<file path="config.mk">
export PLATFORM = sky130hd
export DESIGN_NAME = serial_subtractor
export DESIGN_NICKNAME = d
export VERILOG_FILES = /design/src/rtl/serial_subtractor.sv
export SDC_FILE = /design/constraint.sdc
export NUM_CORES = 1
export LEC_CHECK = 0
export CELL_PAD_IN_SITES_DETAIL_PLACEMENT = 2
export CELL_PAD_IN_SITES_GLOBAL_PLACEMENT = 2
export CORE_ASPECT_RATIO = 1.2
export CORE_MARGIN = 2
export CORE_UTILIZATION = 36
export DETAILED_ROUTE_END_ITERATION = 8
export PLACE_DENSITY = 0.95
export SLEW_MARGIN = 0
export SYNTH_ARGS = -nofsm -noshare
export SYNTH_HDL_FRONTEND = slang
export SYNTH_SLANG_ARGS = --single-unit
</file>
<file path="constraint.sdc">
create_clock -name clk_i -period 3.6 [get_ports clk_i]
set_input_delay 0.36 -clock clk_i [delete_from_list [all_inputs] [get_ports clk_i]]
set_output_delay 0.36 -clock clk_i [all_outputs]
set_load 0.03 [all_outputs]
</file>
<file path="src/rtl/serial_subtractor.sv">
// Bit-serial subtractor: A - B - Bin, one bit per clock, LSB first, with a
// second serial two's-complement pass that produces the magnitude of negative results.
module serial_subtractor #(
    parameter int unsigned WIDTH = 4
) (
    input  logic             clk_i,
    input  logic             reset_i,
    input  logic             start_i,
    input  logic [WIDTH-1:0] a_i,
    input  logic [WIDTH-1:0] b_i,
    input  logic             bin_i,
    output logic             busy_o,
    output logic             done_o,
    output logic [WIDTH-1:0] y_o,
    output logic             bout_o,
    output logic             neg_o,
    output logic [WIDTH:0]   mag_o
);

    localparam int unsigned CNT_W = $clog2(WIDTH + 2);

    localparam logic [1:0] S_IDLE = 2'd0;
    localparam logic [1:0] S_SUB  = 2'd1;
    localparam logic [1:0] S_NEG  = 2'd2;
    localparam logic [1:0] S_DONE = 2'd3;

    logic [1:0]       state_q,  state_d;
    logic [WIDTH-1:0] a_sr_q,   a_sr_d;
    logic [WIDTH-1:0] b_sr_q,   b_sr_d;
    logic             brw_q,    brw_d;
    logic [WIDTH-1:0] diff_q,   diff_d;
    logic [WIDTH:0]   neg_sr_q, neg_sr_d;
    logic             carry_q,  carry_d;
    logic [CNT_W-1:0] cnt_q,    cnt_d;
    logic             busy_q,   busy_d;
    logic             done_q,   done_d;
    logic [WIDTH-1:0] y_q,      y_d;
    logic             bout_q,   bout_d;
    logic             neg_q,    neg_d;
    logic [WIDTH:0]   mag_q,    mag_d;

    // Full-subtractor bit and serial-negate bit for the current LSBs
    logic d_bit_c, brw_nx_c, m_bit_c, carry_nx_c;
    assign d_bit_c    = a_sr_q[0] ^ b_sr_q[0] ^ brw_q;
    assign brw_nx_c   = (~a_sr_q[0] & b_sr_q[0]) | (~a_sr_q[0] & brw_q) | (b_sr_q[0] & brw_q);
    assign m_bit_c    = ~neg_sr_q[0] ^ carry_q;
    assign carry_nx_c = ~neg_sr_q[0] & carry_q;

    always_comb begin
        state_d  = state_q;
        a_sr_d   = a_sr_q;
        b_sr_d   = b_sr_q;
        brw_d    = brw_q;
        diff_d   = diff_q;
        neg_sr_d = neg_sr_q;
        carry_d  = carry_q;
        cnt_d    = cnt_q;
        done_d   = 1'b0;
        y_d      = y_q;
        bout_d   = bout_q;
        neg_d    = neg_q;
        mag_d    = mag_q;

        case (state_q)
            S_IDLE: begin
                if (start_i) begin
                    a_sr_d  = a_i;
                    b_sr_d  = b_i;
                    brw_d   = bin_i;
                    cnt_d   = '0;
                    state_d = S_SUB;
                end
            end
            S_SUB: begin
                a_sr_d = a_sr_q >> 1;
                b_sr_d = b_sr_q >> 1;
                brw_d  = brw_nx_c;
                diff_d = {d_bit_c, diff_q[WIDTH-1:1]};
                cnt_d  = cnt_q + CNT_W'(1);
                if (cnt_q == CNT_W'(WIDTH - 1)) begin
                    if (brw_nx_c) begin
                        neg_sr_d = {brw_nx_c, d_bit_c, diff_q[WIDTH-1:1]};
                        carry_d  = 1'b1;
                        cnt_d    = '0;
                        state_d  = S_NEG;
                    end else begin
                        y_d     = {d_bit_c, diff_q[WIDTH-1:1]};
                        bout_d  = 1'b0;
                        neg_d   = 1'b0;
                        mag_d   = {1'b0, d_bit_c, diff_q[WIDTH-1:1]};
                        done_d  = 1'b1;
                        state_d = S_DONE;
                    end
                end
            end
            S_NEG: begin
                neg_sr_d = {m_bit_c, neg_sr_q[WIDTH:1]};
                carry_d  = carry_nx_c;
                cnt_d    = cnt_q + CNT_W'(1);
                if (cnt_q == CNT_W'(WIDTH)) begin
                    y_d     = diff_q;
                    bout_d  = 1'b1;
                    neg_d   = 1'b1;
                    mag_d   = {m_bit_c, neg_sr_q[WIDTH:1]};
                    done_d  = 1'b1;
                    state_d = S_DONE;
                end
            end
            default: begin
                state_d = S_IDLE;
            end
        endcase

        busy_d = (state_d != S_IDLE);
    end

    always_ff @(posedge clk_i) begin
        if (reset_i) begin
            state_q  <= S_IDLE;
            a_sr_q   <= '0;
            b_sr_q   <= '0;
            brw_q    <= 1'b0;
            diff_q   <= '0;
            neg_sr_q <= '0;
            carry_q  <= 1'b0;
            cnt_q    <= '0;
            busy_q   <= 1'b0;
            done_q   <= 1'b0;
            y_q      <= '0;
            bout_q   <= 1'b0;
            neg_q    <= 1'b0;
            mag_q    <= '0;
        end else begin
            state_q  <= state_d;
            a_sr_q   <= a_sr_d;
            b_sr_q   <= b_sr_d;
            brw_q    <= brw_d;
            diff_q   <= diff_d;
            neg_sr_q <= neg_sr_d;
            carry_q  <= carry_d;
            cnt_q    <= cnt_d;
            busy_q   <= busy_d;
            done_q   <= done_d;
            y_q      <= y_d;
            bout_q   <= bout_d;
            neg_q    <= neg_d;
            mag_q    <= mag_d;
        end
    end

    assign busy_o = busy_q;
    assign done_o = done_q;
    assign y_o    = y_q;
    assign bout_o = bout_q;
    assign neg_o  = neg_q;
    assign mag_o  = mag_q;

endmodule

</file>
==> impl_metrics.py, run 1 <==
metrics = {
    "critical_path": {
        "reg2regPathDepth": 5,
        "reg2reg_slack_ps": 1360,
        "cp-end-kind": "register",
        "crit-reg2reg-capture": "mag_o[3]$_SDFFE_PP0P_",
        "start_kind": "register",
        "critPathMaxFanout": 20,
        "critPathKind": "register to register",
        "cp.arrival_ps": 2420,
        "worstPathRequired_ps": 3780,
        "timing.rr.start": "state_q[1]$_SDFF_PP0_",
    },
    "worst_hold_path": {
        "holdPathStages": 2,
        "min_to": "neg_sr_q[1]$_SDFFE_PP0P_",
        "holdCritStartpoint": "neg_sr_q[1]$_SDFFE_PP0P_",
        "hold_path_class": "register to register",
    },
    "cells_and_area": {
        "layout.nets": 240,
        "n_antenna_cell": 0,
        "fill_cells": 515,
        "drive_gt1_share_pct": 11.01,
        "area_delta_synth_final_pct": 18.87,
        "utilization_pct": 43.86,
    },
    "timing": {
        "max_slew_margin_pct": 53.74,
        "slew_viol_final": 0,
        "min_period_ps": 2236,
        "hold_viol": 0,
        "max_freq_ghz": 0.4473,
        "finalSetupViolCount": 0,
        "worst_clock_skew_ps": 9.274,
        "fin_crit_sh_pct": 62.11,
        "rsz0062_at_grt": "no",
        "finalSetupTns_ps": 0,
        "worst_pin_slew_ps": 693.9,
    },
    "synth": {
        "synth_top_area_share_pct": 40.11,
        "synth_cells": 196,
        "synth.area.top_cells": "dfxtp_1 40%, mux2i_1 7.2%, ha_1 7.0%, a211oi_1 5.8%, a21oi_1 5.8%",
        "synthArstFlopShare_pct": 0,
        "syn_area_um2": 1797,
        "seq_area_frac_synth_pct": 40.11,
        "syn_area_per_cell_um2": 9.167,
        "yosysTopAreaCell": "dfxtp_1",
        "syn_nets": 219,
        "synth_cell_types": 39,
        "synth_seq_cells": 36,
        "synthFlopType": "dfxtp_1",
        "synth_edf_count": 0,
        "synth_warnings": 0,
    },
    "global_routing": {
        "grt_overflow": 0,
        "grt_max_degree": 37,
        "grt_pass1_vias": 1572,
        "grt_usage_pct": 18.58,
        "antenna_found_initial": 0,
        "grt_pass1_wl_mm": 7.617,
    },
    "die": {
        "start_util_pct": 36.90,
        "pin_count": 25,
        "die_w_um": 68.49,
        "die_h_um": 81.39,
        "core_um2": 4870,
        "rows": 28,
        "die_area_um2": 5574,
    },
    "routing": {
        "routed_via_density": 5.169,
        "drc_errors": 0,
        "first_pass_iters": 4,
        "wl_per_cell_um": 15.78,
        "ant_nets": 0,
        "drt_wl_total_mm": 4.388,
        "vias": 1437,
        "drt_iter0_markers": 48,
    },
    "clock_tree": {
        "cts_buffer_depth": 2,
        "cts_tree": "done",
        "clk_transition_reported_paths_ps": 80,
        "hold_buffers": 0,
        "post_cts_buffers": 0,
        "ctsResizeCount": 0,
        "clk_latency_ps": 300,
        "cts_buffers": 5,
        "htree_levels": 2,
        "root_buffer": "clkbuf_8",
        "cts_sinks": 36,
    },
    "pwr": {
        "powerDensity_nw_per_um2": 433.6,
        "ir_worst_vdd_uv": 232.4,
        "leakage_uw": 0.0007667,
    },
    "place": {
        "dp_hpwl_mm": 3.218,
        "io_buffers": 24,
        "place_congestion": 0.7364,
    },
    "outcome": {
        "outcome": "finished clean",
    },
    "job": {
        "maxCapViolations": 0,
    },
}
-- layout make-up --
class,instances,area (um^2),area share (%)
Clock buffer,5,68.82,3.222
Timing Repair Buffer,26,255.2,11.95
Tap cell,60,75.07,3.515
Multi-Input combinational cell,133,940.9,44.05
Clock inverter,3,18.77,0.8787
Sequential cell,36,720.7,33.74
Inverter,15,56.30,2.636
-- sequential cells by signal (all words and copies together), names as in the netlist, 2 cells and up --
name / flops
a_sr_q: 4
b_sr_q: 4
cnt_q: 3
diff_q: 4
mag_o: 5
neg_sr_q: 5
state_q: 2
y_o: 4
-- layout by cell type, fill, tap and decap left out, drive strengths merged, types with 2 or more instances in the layout --
master,Yosys,final
clkdlybuf4s50,0,24
a21boi,2,2
o21ai,3,3
a21oi,23,23
mux2i,13,13
ha,10,10
clkbuf,4,5
nand2b,8,8
a211oi,18,18
dfxtp,36,36
inv,15,15
nand2,7,7
or3,2,2
clkinv,0,3
nor2,24,24
buf,8,2
or2,3,3
nand3,3,3
o21a,2,2
nor2b,5,5
-- where the power goes --
part	total, uW	switching [uW]	internal (uW)
clock network	300	165	135
logic	187	107	80.4
registers	439	16.4	423
total	926	288	638
-- worst max-delay path by stage --
stage	depth (start not counted)	start	to
floorplan	7	a_sr_q[0]$_SDFFE_PP0P_	y_o[1]$_SDFFE_PP0P_
global placement	5	state_q[1]$_SDFF_PP0_	y_o[3]$_SDFFE_PP0P_
detailed placement	5	state_q[1]$_SDFF_PP0_	mag_o[3]$_SDFFE_PP0P_
CTS	5	state_q[1]$_SDFF_PP0_	mag_o[2]$_SDFFE_PP0P_
global route	5	state_q[1]$_SDFF_PP0_	mag_o[2]$_SDFFE_PP0P_
finish	5	state_q[1]$_SDFF_PP0_	mag_o[3]$_SDFFE_PP0P_
-- cell usage after synthesis, types with 2 or more instances --
master / instances
nand2b_1: 7
clkbuf_1: 4
o21a_1: 2
nor2_1: 24
buf_2: 3
nor2b_1: 5
inv_1: 14
nand3_1: 2
or3_1: 2
nand2_1: 7
mux2i_1: 13
or2_1: 2
dfxtp_1: 36
buf_4: 2
a211oi_2: 4
buf_6: 3
a21oi_1: 21
a211oi_1: 14
ha_1: 10
a21oi_2: 2
-- cell families (layout without fill, tap and decap cells) --
family | Yosys count | after routing | synth area share (%)
adders and majority gates | 11 | 11 | 8.078
buffers and inverters | 27 | 49 | 7.520
AOI/OAI and AO/OA | 52 | 52 | 20.89
and+or+nand+nor | 57 | 57 | 16.16
muxes | 13 | 13 | 7.242
DFF | 36 | 36 | 40.11
-- layer usage --
metal	up-vias	wire, um	GRT usage [%]	share of wire [%]
met3	6	138	4.986	3.1
met4	0	51	5.400	1.2
met2	25	2376	33.17	54
met5	-	0	0	0
met1	694	1823	21.15	42
li1	712	-	-	-
-- worst max-delay path, stage by stage (launching register included) --
cell     delay (ps)
dfxtp_1         440
ha_1            650
nand3_2         230
a22oi_4         490
mux2i_1         240
nor2_1           60
-- metrics by stage --
step / power, uW / instance area [um^2] / setup slack [ps] / hold slack, ps / cells
after global placement: 624.9 / 2048 / 1504 / 446.1 / 270
after floorplan: 575.4 / 1797 / 1799 / 432.2 / 196
final: 926.1 / 2136 / 1364 / 466.6 / 278
after global routing: 975.5 / 2136 / 1094 / 497.0 / 278
after detailed placement: 638.3 / 2048 / 1356 / 456.7 / 270
after CTS: 945.6 / 2136 / 1306 / 468.6 / 278
Power figures use the tool's default switching activity.
==> inputs of run 2 (changes only) <==
--- a/config.mk
+++ b/config.mk
@@ -9,9 +9,9 @@
 export CELL_PAD_IN_SITES_GLOBAL_PLACEMENT = 2
 export CORE_ASPECT_RATIO = 1.2
 export CORE_MARGIN = 2
-export CORE_UTILIZATION = 36
+export CORE_UTILIZATION = 33
 export DETAILED_ROUTE_END_ITERATION = 8
-export PLACE_DENSITY = 0.95
+export PLACE_DENSITY = 0.89
 export SLEW_MARGIN = 0
 export SYNTH_ARGS = -nofsm -noshare
 export SYNTH_HDL_FRONTEND = slang
==> constraint.sdc (replaced) <==
create_clock -name clk_i -period 2.1 [get_ports clk_i]
set_input_delay 0.21 -clock clk_i [delete_from_list [all_inputs] [get_ports clk_i]]
set_output_delay 0.21 -clock clk_i [all_outputs]
set_load 0.03 [all_outputs]
==> impl_metrics.py, run 2 (synthesis results as in run 1) <==
metrics = {
    "outcome": {
        "outcome": "finished clean",
    },
    "critical_path": {
        "cp.arrival_ps": 2130,
        "slowest_delay_ps": 490,
        "critPathKind": "register to register",
        "cpMaxStageDelayCell": "fa_1",
        "start_kind": "register",
        "critPathMaxFanout": 11,
        "crit-reg2reg-capture": "neg_sr_q[4]$_SDFFE_PP0P_",
        "worstPathRequired_ps": 2300,
        "reg2reg_slack_ps": 170,
        "timing.rr.start": "a_sr_q[0]$_SDFFE_PP0P_",
        "cp-end-kind": "register",
        "crit_chain": "inv_1 > fa_1 > and3_1 > a21oi_2 > nor3b_1 > a211oi_1",
        "reg2regPathDepth": 6,
    },
    "die": {
        "die_w_um": 71.36,
        "pin_count": 25,
        "core_um2": 5261,
        "start_util_pct": 34.15,
        "die_area_um2": 6053,
        "rows": 29,
        "die_h_um": 84.83,
    },
    "clock_tree": {
        "cts_sinks": 36,
        "clk_transition_reported_paths_ps": 70,
        "htree_levels": 2,
        "cts_buffer_depth": 2,
        "clk_latency_ps": 290,
        "cts_tree": "done",
        "root_buffer": "clkbuf_8",
        "cts_buffers": 5,
    },
    "timing": {
        "fin_ws_ps": 169.9,
        "finalSetupViolCount": 0,
        "hold_viol": 0,
        "max_freq_ghz": 0.5181,
        "finalSetupTns_ps": 0,
        "min_period_ps": 1930,
        "worst_clock_skew_ps": 8.554,
        "fin_crit_sh_pct": 91.91,
        "slew_viol_final": 0,
        "max_slew_margin_pct": 68.24,
        "worst_pin_slew_ps": 476.4,
    },
    "cells_and_area": {
        "drive_gt1_share_pct": 12.56,
        "area_delta_synth_final_pct": 23.26,
        "final_cell_mix": "36 x dfxtp_1, 24 x nor2_1, 24 x clkdlybuf4s50_1",
        "utilization_pct": 42.09,
        "mostFrequentLayoutCell": "dfxtp_1",
        "layout.nets": 245,
        "n_antenna_cell": 0,
    },
    "global_routing": {
        "grt_pass1_wl_mm": 7.755,
        "grt_pass1_vias": 1632,
        "grt_max_degree": 30,
        "grt_usage_pct": 16.50,
        "antenna_found_initial": 0,
        "grt_overflow": 0,
    },
    "routing": {
        "wl_per_cell_um": 15.74,
        "routed_via_density": 5.116,
        "drt_wl_total_mm": 4.485,
        "first_pass_iters": 2,
        "drc_errors": 0,
        "vias": 1458,
        "drt_iter0_markers": 38,
        "ant_nets": 0,
    },
    "pwr": {
        "ir_worst_vdd_uv": 450.2,
        "powerDensity_nw_per_um2": 729.8,
        "leakage_uw": 0.0007984,
    },
    "worst_hold_path": {
        "holdPathStages": 2,
        "hold_path_class": "register to register",
        "holdCritStartpoint": "carry_q$_SDFFE_PP0P_",
        "min_to": "carry_q$_SDFFE_PP0P_",
    },
    "place": {
        "place_congestion": 0.7047,
        "io_buffers": 24,
        "dp_hpwl_mm": 3.172,
        "pre_cts_ws_ps": 29.36,
    },
    "job": {
        "maxCapViolations": 0,
    },
}
## run 2: cell count changes in the layout (fill, tap and decap cells not counted)
cell,before,now
clkbuf_8,5,6
clkinvlp_4,0,1
clkinv_2,2,0
o21ai_2,1,0
clkinv_4,1,0
buf_12,0,2
o21ai_4,0,1
clkbuf_1,0,1
buf_4,2,5
## run 2: area by class of cell
type / count / area, um^2
timing repair buffer: 31 / 317.8
multi-input combinational: 133 / 948.4
clock inverter: 1 / 7.507
clock buffer: 7 / 86.33
inverter: 15 / 56.30
fill: 588 / 3047
tap: 62 / 77.57
sequential: 36 / 720.7
## run 2: timing repair
action | CTS | global route
endpoints found under the setup margin | 0 | 14
buffers inserted | 0 | 1
hold buffers | 0 | 0
resized for setup | 0 | 1
## run 2: stage by stage
step / std cells / total power [uW] / cell area (um^2) / hold slack (ps)
5_1_grt: 285 / 1704 / 2215 / 497.9
3_5_place_dp: 276 / 1096 / 2093 / 453.7
4_1_cts: 284 / 1632 / 2187 / 463.5
2_1_floorplan: 196 / 986.4 / 1797 / 419.7
6_report: 285 / 1616 / 2215 / 460.3
3_3_place_gp: 276 / 1079 / 2093 / 441.7
## run 2: worst max-delay path, delay by kind of cell, from the launching register on
kind / cells / cell delay [ps]
AO/OA/AOI/OAI: 2 / 610
adder cells (fa/ha/maj): 1 / 490
flip-flops: 1 / 360
AND/OR/NAND/NOR: 2 / 320
buffers and inverters: 1 / 70
## run 2: how the worst max path moves through the flow
stage	slack [ps]	start	endpoint	cells after the start
2_1_floorplan	300	a_sr_q[0]$_SDFFE_PP0P_	y_o[1]$_SDFFE_PP0P_	7
3_3_place_gp	170	a_sr_q[0]$_SDFFE_PP0P_	y_o[3]$_SDFFE_PP0P_	6
3_5_place_dp	30	a_sr_q[0]$_SDFFE_PP0P_	y_o[2]$_SDFFE_PP0P_	6
4_1_cts	10	a_sr_q[0]$_SDFFE_PP0P_	y_o[2]$_SDFFE_PP0P_	6
5_1_grt	-20	a_sr_q[0]$_SDFFE_PP0P_	neg_sr_q[4]$_SDFFE_PP0P_	6
6_report	170	a_sr_q[0]$_SDFFE_PP0P_	neg_sr_q[4]$_SDFFE_PP0P_	6
## run 2: power by group
part | leakage [uW] | internal (uW) | switching [uW]
Combinational | 0.000460 | 154 | 184
Clock | 0.0000445 | 267 | 260
Sequential | 0.000294 | 725 | 26.6
## run 2: per-layer routing
metal / vias up / GRT usage (%) / wire length (um)
met5: - / 0 / 0
met4: 0 / 7.204 / 95
met3: 6 / 3.563 / 113
met2: 22 / 29.21 / 2397
met1: 712 / 18.81 / 1878
li1: 718 / - / -
